**src/rtl/shift_cmd_sequencer.sv**
```systemverilog
// Front-end for a registered barrel shifter: queues commands, issues one per cycle
// under result-FIFO credit, captures the shifter output one cycle later, emits results in order.
module shift_cmd_sequencer #(
    parameter int BUSWIDTH   = 32,
    parameter int SHIFTWIDTH = 5,
    parameter int CMD_DEPTH  = 4,
    parameter int RES_DEPTH  = 2
) (
    input  logic                  clk,
    input  logic                  rst_n,
    input  logic                  cmd_valid,
    output logic                  cmd_ready,
    input  logic [BUSWIDTH-1:0]   cmd_data,
    input  logic                  cmd_rotation,
    input  logic                  cmd_direction,
    input  logic [SHIFTWIDTH-1:0] cmd_shift_val,
    output logic [BUSWIDTH-1:0]   sh_data_in,
    output logic                  sh_rotation,
    output logic                  sh_direction,
    output logic [SHIFTWIDTH-1:0] sh_shift_val,
    input  logic [BUSWIDTH-1:0]   sh_data_out,
    output logic                  res_valid,
    input  logic                  res_ready,
    output logic [BUSWIDTH-1:0]   res_data,
    output logic                  busy
);

    localparam int CMD_W = BUSWIDTH + 2 + SHIFTWIDTH;
    localparam int CAW   = $clog2(CMD_DEPTH);
    localparam int CCW   = CAW + 1;
    localparam int RAW   = $clog2(RES_DEPTH);
    localparam int RCW   = RAW + 1;

    localparam logic [CCW-1:0] CMD_FULL_CNT = CCW'(CMD_DEPTH);
    localparam logic [RCW-1:0] RES_FULL_CNT = RCW'(RES_DEPTH);
    localparam logic [RCW:0]   RES_LIMIT    = (RCW + 1)'(RES_DEPTH);

    // command FIFO
    logic [CMD_W-1:0] cmd_mem [CMD_DEPTH];
    logic [CAW-1:0]   cmd_wr_ptr;
    logic [CAW-1:0]   cmd_rd_ptr;
    logic [CCW-1:0]   cmd_count;
    logic             cmd_full;
    logic             cmd_empty;
    logic             cmd_push;
    logic             cmd_pop;
    logic [CMD_W-1:0] cmd_wdata;
    logic [CMD_W-1:0] cmd_head;

    // result FIFO
    logic [BUSWIDTH-1:0] res_mem [RES_DEPTH];
    logic [RAW-1:0]      res_wr_ptr;
    logic [RAW-1:0]      res_rd_ptr;
    logic [RCW-1:0]      res_count;
    logic                res_full;
    logic                res_empty;
    logic                res_push;
    logic                res_pop;

    // issue / credit
    logic           inflight;
    logic           issue;
    logic [RCW-1:0] res_count_net;
    logic [RCW:0]   credit_used;

    assign cmd_full  = (cmd_count == CMD_FULL_CNT);
    assign cmd_empty = (cmd_count == '0);
    assign cmd_ready = !cmd_full;
    assign cmd_push  = cmd_valid && !cmd_full;
    assign cmd_pop   = issue;
    assign cmd_wdata = {cmd_data, cmd_rotation, cmd_direction, cmd_shift_val};
    assign cmd_head  = cmd_mem[cmd_rd_ptr];

    assign res_full  = (res_count == RES_FULL_CNT);
    assign res_empty = (res_count == '0);
    assign res_valid = !res_empty;
    assign res_pop   = res_valid && res_ready;
    assign res_push  = inflight && !res_full;
    assign res_data  = res_mem[res_rd_ptr];

    // Credit counts results already held (net of this cycle's pop) plus the one in the shifter.
    assign res_count_net = res_count - {{(RCW-1){1'b0}}, res_pop};
    assign credit_used   = {1'b0, res_count_net} + {{RCW{1'b0}}, inflight};
    assign issue         = !cmd_empty && (credit_used < RES_LIMIT);

    always_comb begin
        {sh_data_in, sh_rotation, sh_direction, sh_shift_val} = '0;
        if (!cmd_empty) begin
            {sh_data_in, sh_rotation, sh_direction, sh_shift_val} = cmd_head;
        end
    end

    assign busy = !cmd_empty || inflight || !res_empty;

    always_ff @(posedge clk or negedge rst_n) begin
        if (!rst_n) begin
            for (int i = 0; i < CMD_DEPTH; i++) begin
                cmd_mem[i] <= '0;
            end
            cmd_wr_ptr <= '0;
            cmd_rd_ptr <= '0;
            cmd_count  <= '0;
        end else begin
            if (cmd_push) begin
                cmd_mem[cmd_wr_ptr] <= cmd_wdata;
                cmd_wr_ptr          <= cmd_wr_ptr + 1'b1;
            end
            if (cmd_pop) begin
                cmd_rd_ptr <= cmd_rd_ptr + 1'b1;
            end
            case ({cmd_push, cmd_pop})
                2'b10:   cmd_count <= cmd_count + 1'b1;
                2'b01:   cmd_count <= cmd_count - 1'b1;
                default: cmd_count <= cmd_count;
            endcase
        end
    end

    always_ff @(posedge clk or negedge rst_n) begin
        if (!rst_n) begin
            inflight <= 1'b0;
        end else begin
            inflight <= issue;
        end
    end

    always_ff @(posedge clk or negedge rst_n) begin
        if (!rst_n) begin
            for (int i = 0; i < RES_DEPTH; i++) begin
                res_mem[i] <= '0;
            end
            res_wr_ptr <= '0;
            res_rd_ptr <= '0;
            res_count  <= '0;
        end else begin
            if (res_push) begin
                res_mem[res_wr_ptr] <= sh_data_out;
                res_wr_ptr          <= res_wr_ptr + 1'b1;
            end
            if (res_pop) begin
                res_rd_ptr <= res_rd_ptr + 1'b1;
            end
            case ({res_push, res_pop})
                2'b10:   res_count <= res_count + 1'b1;
                2'b01:   res_count <= res_count - 1'b1;
                default: res_count <= res_count;
            endcase
        end
    end

    // A result arriving while the FIFO is full would mean the credit accounting is broken.
    a_no_res_overflow: assert property (@(posedge clk) disable iff (!rst_n)
        !(inflight && res_full));

endmodule

```
**config.mk**
```make
export PLATFORM = sky130hd
export DESIGN_NAME = shift_cmd_sequencer
export DESIGN_NICKNAME = d
export VERILOG_FILES = /design/src/rtl/shift_cmd_sequencer.sv
export SDC_FILE = /design/constraint.sdc
export NUM_CORES = 1
export LEC_CHECK = 0
export ABC_AREA = 0
export BUFFER_PORTS_ARGS = -buffer_cell sky130_fd_sc_hd__buf_4
export CAP_MARGIN = 20
export CORE_MARGIN = 2
export CORE_UTILIZATION = 52
export CTS_CLUSTER_DIAMETER = 200
export DETAILED_ROUTE_END_ITERATION = 6
export PLACE_DENSITY = 0.76
export REMOVE_ABC_BUFFERS = 1
export SLEW_MARGIN = 25
export SYNTH_ARGS = -nofsm -noshare
export SYNTH_HDL_FRONTEND = slang
export SYNTH_SLANG_ARGS = --single-unit
```
**constraint.sdc**
```tcl
create_clock -name clk -period 2.1 [get_ports clk]
set_input_delay 0.105 -clock clk [delete_from_list [all_inputs] [get_ports clk]]
set_output_delay 0.105 -clock clk [all_outputs]
set_load 0.02 [all_outputs]
```
# Word-level counts from Yosys, hierarchy flattened
# Index checks and enable logic that the tools add are counted.
[classes]
addsub = 10
reduce_logical = 16
eq_ne = 6
bitwise_logic = 4
muxes = 18
order_cmp = 7
[op_table]
columns = ["cell", "n"]
rows = [
  ["32-bit two-way mux", 5],
  ["156-bit bitwise mux", 1],
  ["39-bit two-way mux", 3],
  ["39-bit binary-select mux with 2-bit select", 1],
  ["39-bit demux with 2-bit select", 1],
  ["64-bit bitwise mux", 1],
  ["32-bit demux with 1-bit select", 1],
  ["2-bit by 1-bit adder with 2-bit output, second input constant", 3],
  ["2-bit equality test, second input constant", 3],
  ["3-bit greater-or-equal comparator, second input constant", 2],
  ["1-bit logical AND", 6],
  ["2-bit NOT with 3-bit output", 2],
  ["3-bit case mux with 2 select lines", 1],
  ["5-bit two-way mux", 1],
  ["2-bit by 1-bit equality test with 1-bit output, second input constant", 2],
  ["2-bit greater-or-equal comparator, second input constant", 2],
  ["1-bit logical NOT", 4],
  ["1-bit NOT with 2-bit output", 2],
  ["2-bit case mux with 2 select lines", 1],
  ["2-bit nonzero test", 2],
  ["2-bit by 1-bit adder with 3-bit output", 1],
  ["3-bit by 1-bit adder with 3-bit output, second input constant", 1],
  ["3-bit equality test, second input constant", 1],
  ["3-bit logical NOT", 1],
  ["other kinds (10)", 13],
]
[word_totals]
register_bits = 232

# Longest topological paths before layout
[depth]
ltp_word = 9
depth_mapped = 9

# Worst setup path before layout
# Ideal clock, no wire load.
[synth_path]
kind = "register to register"
from = "reg res_count[1]"
to = "reg cmd_count[2]"
n_path_buf = 0
arrival_ps = 1924
path_stages_with_launch = 10
setup_slack_ps = 97
period_less_slack_ps = 2003
required_time_ps = 2021
path_cell_list = "dfrtp_1 > and3b_1 > o21ai_0 > and2_1 > ha_1 > inv_1 > fa_1 > xor2_1 > nor2_1 > xor2_1"
[synth_via]
elab_chain_len = 9
[synth_lines]
columns = ["item", "line", "text"]
rows = [
  ["start, declared", "54", "logic [RCW-1:0] res_count;"],
  ["start signal, assigned", "144", "2'b10: res_count <= res_count + 1'b1;"],
  ["start signal, assigned", "145", "2'b01: res_count <= res_count - 1'b1;"],
  ["start signal, assigned", "146", "default: res_count <= res_count;"],
  ["2-bit logical NOT", "75", "assign res_empty = (res_count == '0);"],
  ["1-bit logical NOT", "76", "assign res_valid = !res_empty;"],
  ["1-bit logical AND", "77", "assign res_pop = res_valid && res_ready;"],
  ["2-bit by 1-bit subtractor with 2-bit output *", "82", "assign res_count_net = res_count - {{(RCW-1){1'b0}}, res_pop};"],
  ["2-bit by 1-bit adder with 3-bit output *", "83", "assign credit_used = {1'b0, res_count_net} + {{RCW{1'b0}}, inflight};"],
  ["3-bit by 2-bit < comparator with 1-bit output *", "84", "assign issue = !cmd_empty && (credit_used < RES_LIMIT);"],
  ["1-bit logical AND *", "84", ""],
  ["net cmd_pop", "46", "logic cmd_pop;"],
  ["2-bit by 1-bit equality test with 1-bit output / 2-bit equality test (equally long branches)", "111", "case ({cmd_push, cmd_pop})"],
  ["3-bit case mux with 2 select lines / 2-bit nonzero test (equally long branches)", "-", ""],
  ["end signal, assigned", "112", "2'b10: cmd_count <= cmd_count + 1'b1;"],
  ["end signal, assigned", "113", "2'b01: cmd_count <= cmd_count - 1'b1;"],
  ["end signal, assigned", "114", "default: cmd_count <= cmd_count;"],
  ["end, declared", "42", "logic [CCW-1:0] cmd_count;"],
]
# Mark *: on every way through the listed nets, which the timed path passes. The rest lies on a longest branch.
# A chain may end at the register's enable or synchronous reset.

# Final worst setup path
[layout_path]
from = "reg cmd_rd_ptr[0]"
to = "out sh_data_in[25]"
[layout_via]
elab_chain_len = 5
[layout_lines]
columns = ["item", "line", "text"]
rows = [
  ["start, declared", "41", "logic [CAW-1:0] cmd_rd_ptr;"],
  ["start signal, assigned", "109", "cmd_rd_ptr <= cmd_rd_ptr + 1'b1;"],
  ["2-bit NOT with 3-bit output (not written as such)", "72", "assign cmd_head = cmd_mem[cmd_rd_ptr];"],
  ["39-bit binary-select mux with 2-bit select", "72", ""],
  ["39-bit two-way mux (not written as such) (2 in series)", "72", ""],
  ["32-bit two-way mux", "88", "if (!cmd_empty) begin"],
  ["end, declared", "17", "output logic [BUSWIDTH-1:0] sh_data_in,"],
]
# No other way between the ends. The select of a mux whose other input is x is not followed.

==> results.cfg <==
[status]
status = complete, but fails checks
violations = setup timing

[synth]
synth_top_cell_area_share = 0.5513
synth.yosys.seq_area_share = 0.5513
synth_edf_count = 0
avgSynthCellArea_um2 = 16.05
synth.distinct_cells = 30
yosys-top-cells-area = dfrtp_1 55%, mux2_2 23%, mux4_2 8.3%
synth.cell_area_um2 = 10530
synth_seq_cells = 232
yosysWarnings = 0
synth_top_area_cell = dfrtp_1
synth_ff_type = dfrtp_1
synthCells = 656
async_flop_share = 1.000

[finish]
n_fill_cell = 1353
area_delta_synth_final_pct = 30.13
layout_commonest_cell = dfrtp_1
mostFrequentLayoutCells = 229 x dfrtp_1, 212 x mux2_2, 157 x buf_4
fin_cells = 1174
final_nets = 972
num_antenna_cells = 0
final_layout_size_suffix_gt1_frac = 0.5708

[sta]
rsz0062_at_grt = yes
setup_viol = 39
tightestPinTransition_ns = 0.5863
skew_ns = 0.006940
slew_headroom = 0.6091
fin_ws_ns = -0.09709
fmax_ghz = 0.4551
timing.final.crit_period_ns = 2.197
slew_violations = 0
finalSetupTns_ns = -2.193
fin_crit_sh = 1.046
hold_viol = 0

[critical_path]
r2r_slack_ns = 0.02
crit_path_start = cmd_rd_ptr[0]
crit_path_end_kind = primary output
worstSetupPathType = flip-flop to primary output
arrival_ns = 2.09
path_max_fanout = 4
timing.rr.start = res_count[0]
start_kind = flip-flop
required_ns = 2.00

[place]
place_hpwl_um = 14250
dpl_worst_slack_ns = -0.05721
port_buffers = 148
dp.cells = 1057
gp_congestion = 0.7555

[run]
cap_violations = 0

[clock_network]
clk_latency_ns = 0.51
cts_made_buffers = 24
tritoncts = yes
cts.path.max_buffers = 3
cts-root-buf = clkbuf_16
clk_pin_slew_ns = 0.06
clock-sinks = 232
htree_levels = 1

[worst_hold_path]
min-delay-start = cmd_valid
hold_path_class = input pin to flip-flop

[grt]
grt-busiest-layer = met2
grtUsageMet1 = 0.3003
grt_use_met2 = 0.3873
use_met3 = 0.04125
grt_antenna_before_repair = 0
grt_max_degree = 79
grt_use_total = 0.2243
grt_pass1_vias = 7177
grt_pass1_wl_um = 38460
gr-total-overflow = 0

[die]
die-area_um2 = 21410
core_um2 = 20040
die_x_um = 146.3
ios = 149
rows = 52
initial_core_util = 0.5255
die_y_um = 146.3

[pwr]
p_leak_nw = 6.155
max-vdd-ir-drop_uv = 1056
p_per_area_nw_per_um2 = 1825

[routing]
ant_nets = 0
drtIter0Drc = 223
viasPerCell = 5.391
dr_total_vias = 6329
first_pass_iters = 4
routedWlPerCell_um = 19.91
routed_wl_um = 23380
drc = 0
==> cell usage after synthesis, types with 4 or more instances <==
master / instances
inv_1: 6
nand2_1: 7
nor2b_1: 41
buf_6: 8
ha_1: 5
nand2_2: 4
mux4_2: 39
mux2_2: 212
xnor2_1: 5
mux2_4: 40
dfrtp_1: 232
clkbuf_1: 12
buf_2: 18
==> cell type report <==
| cell class | count | area [um2] | area share |
|---|---|---|---|
| Sequential cell | 232 | 5812 | 0.4241 |
| Multi-Input combinational cell | 379 | 4488 | 0.3275 |
| Timing Repair Buffer | 248 | 2283 | 0.1666 |
| Clock buffer | 34 | 709.4 | 0.05177 |
| Tap cell | 270 | 337.8 | 0.02465 |
| Clock inverter | 5 | 50.05 | 0.003652 |
| Inverter | 6 | 22.52 | 0.001644 |
==> per-stage QoR <==
stage | hold WS (ns) | instance area [um2] | util | total power, mW
floorplan | -0.1906 | 10300 | - | 16.10
global placement | 0.08569 | 12080 | 0.6030 | 19.96
detailed placement | 0.1015 | 12080 | 0.6030 | 20.53
CTS | 0.02952 | 13660 | 0.6816 | 25.09
global route | 0.02950 | 13700 | 0.6838 | 26.42
finish | 0.05241 | 13700 | 0.6838 | 25.01
==> repair_timing <==
| action | 4_1_cts | 5_1_grt |
|---|---|---|
| gates cloned | 2 | 1 |
| hold endpoints to repair | 292 | 0 |
| buffers inserted | 2 | 0 |
| pin swaps | 1 | 1 |
| endpoints found under the setup margin | 40 | 41 |
| hold buffers | 73 | 0 |
| gates resized for setup | 4 | 5 |
==> worst paths after layout <==
kind,depth (start not counted),endpoint
setup / recovery,5,sh_data_in[25]
hold / removal,3,cmd_wr_ptr[0]
setup reg to reg,9,cmd_count[2]
hold reg to reg,1,res_rd_ptr
max in group asynchronous,3,cmd_mem[149]
min in group asynchronous,2,res_mem[60]
==> power breakdown <==
part           internal, mW  switching [mW]
Combinational          7.18            5.59
Sequential             6.82            1.28
Clock                  2.45            1.69
Total                  16.5            8.56
==> critical path, stage by stage, from the launching register on <==
cell	delay, ns
dfrtp_4	0.51
buf_12	0.16
clkbuf_16	0.16
mux4_2	0.42
nor2b_1	0.14
buf_4	0.18
==> per-layer routing <==
| layer | vias up | wire length (um) |
|---|---|---|
| li1 | 2826 | - |
| met1 | 3314 | 10250 |
| met2 | 159 | 11590 |
| met3 | 30 | 1116 |
| met4 | 0 | 419 |
| met5 | - | 0 |
==> sequential cells by signal, indices dropped and copies added (netlist names) <==
register and flops:
cmd_count 3, cmd_mem 156, res_rd_ptr 1, cmd_wr_ptr 2, cmd_rd_ptr 2, res_wr_ptr 1
res_mem 64, inflight 1, res_count 2
==> cell families after synthesis <==
logic type / after synthesis / synth area share
fa+ha+maj: 6 / 0.007842
mux: 293 / 0.3691
simple gates: 65 / 0.03612
buf+inv: 45 / 0.02388
compound gates: 7 / 0.005109
flops: 232 / 0.5513
xor+xnor: 8 / 0.006654
(Power assumes the default switching activity.)
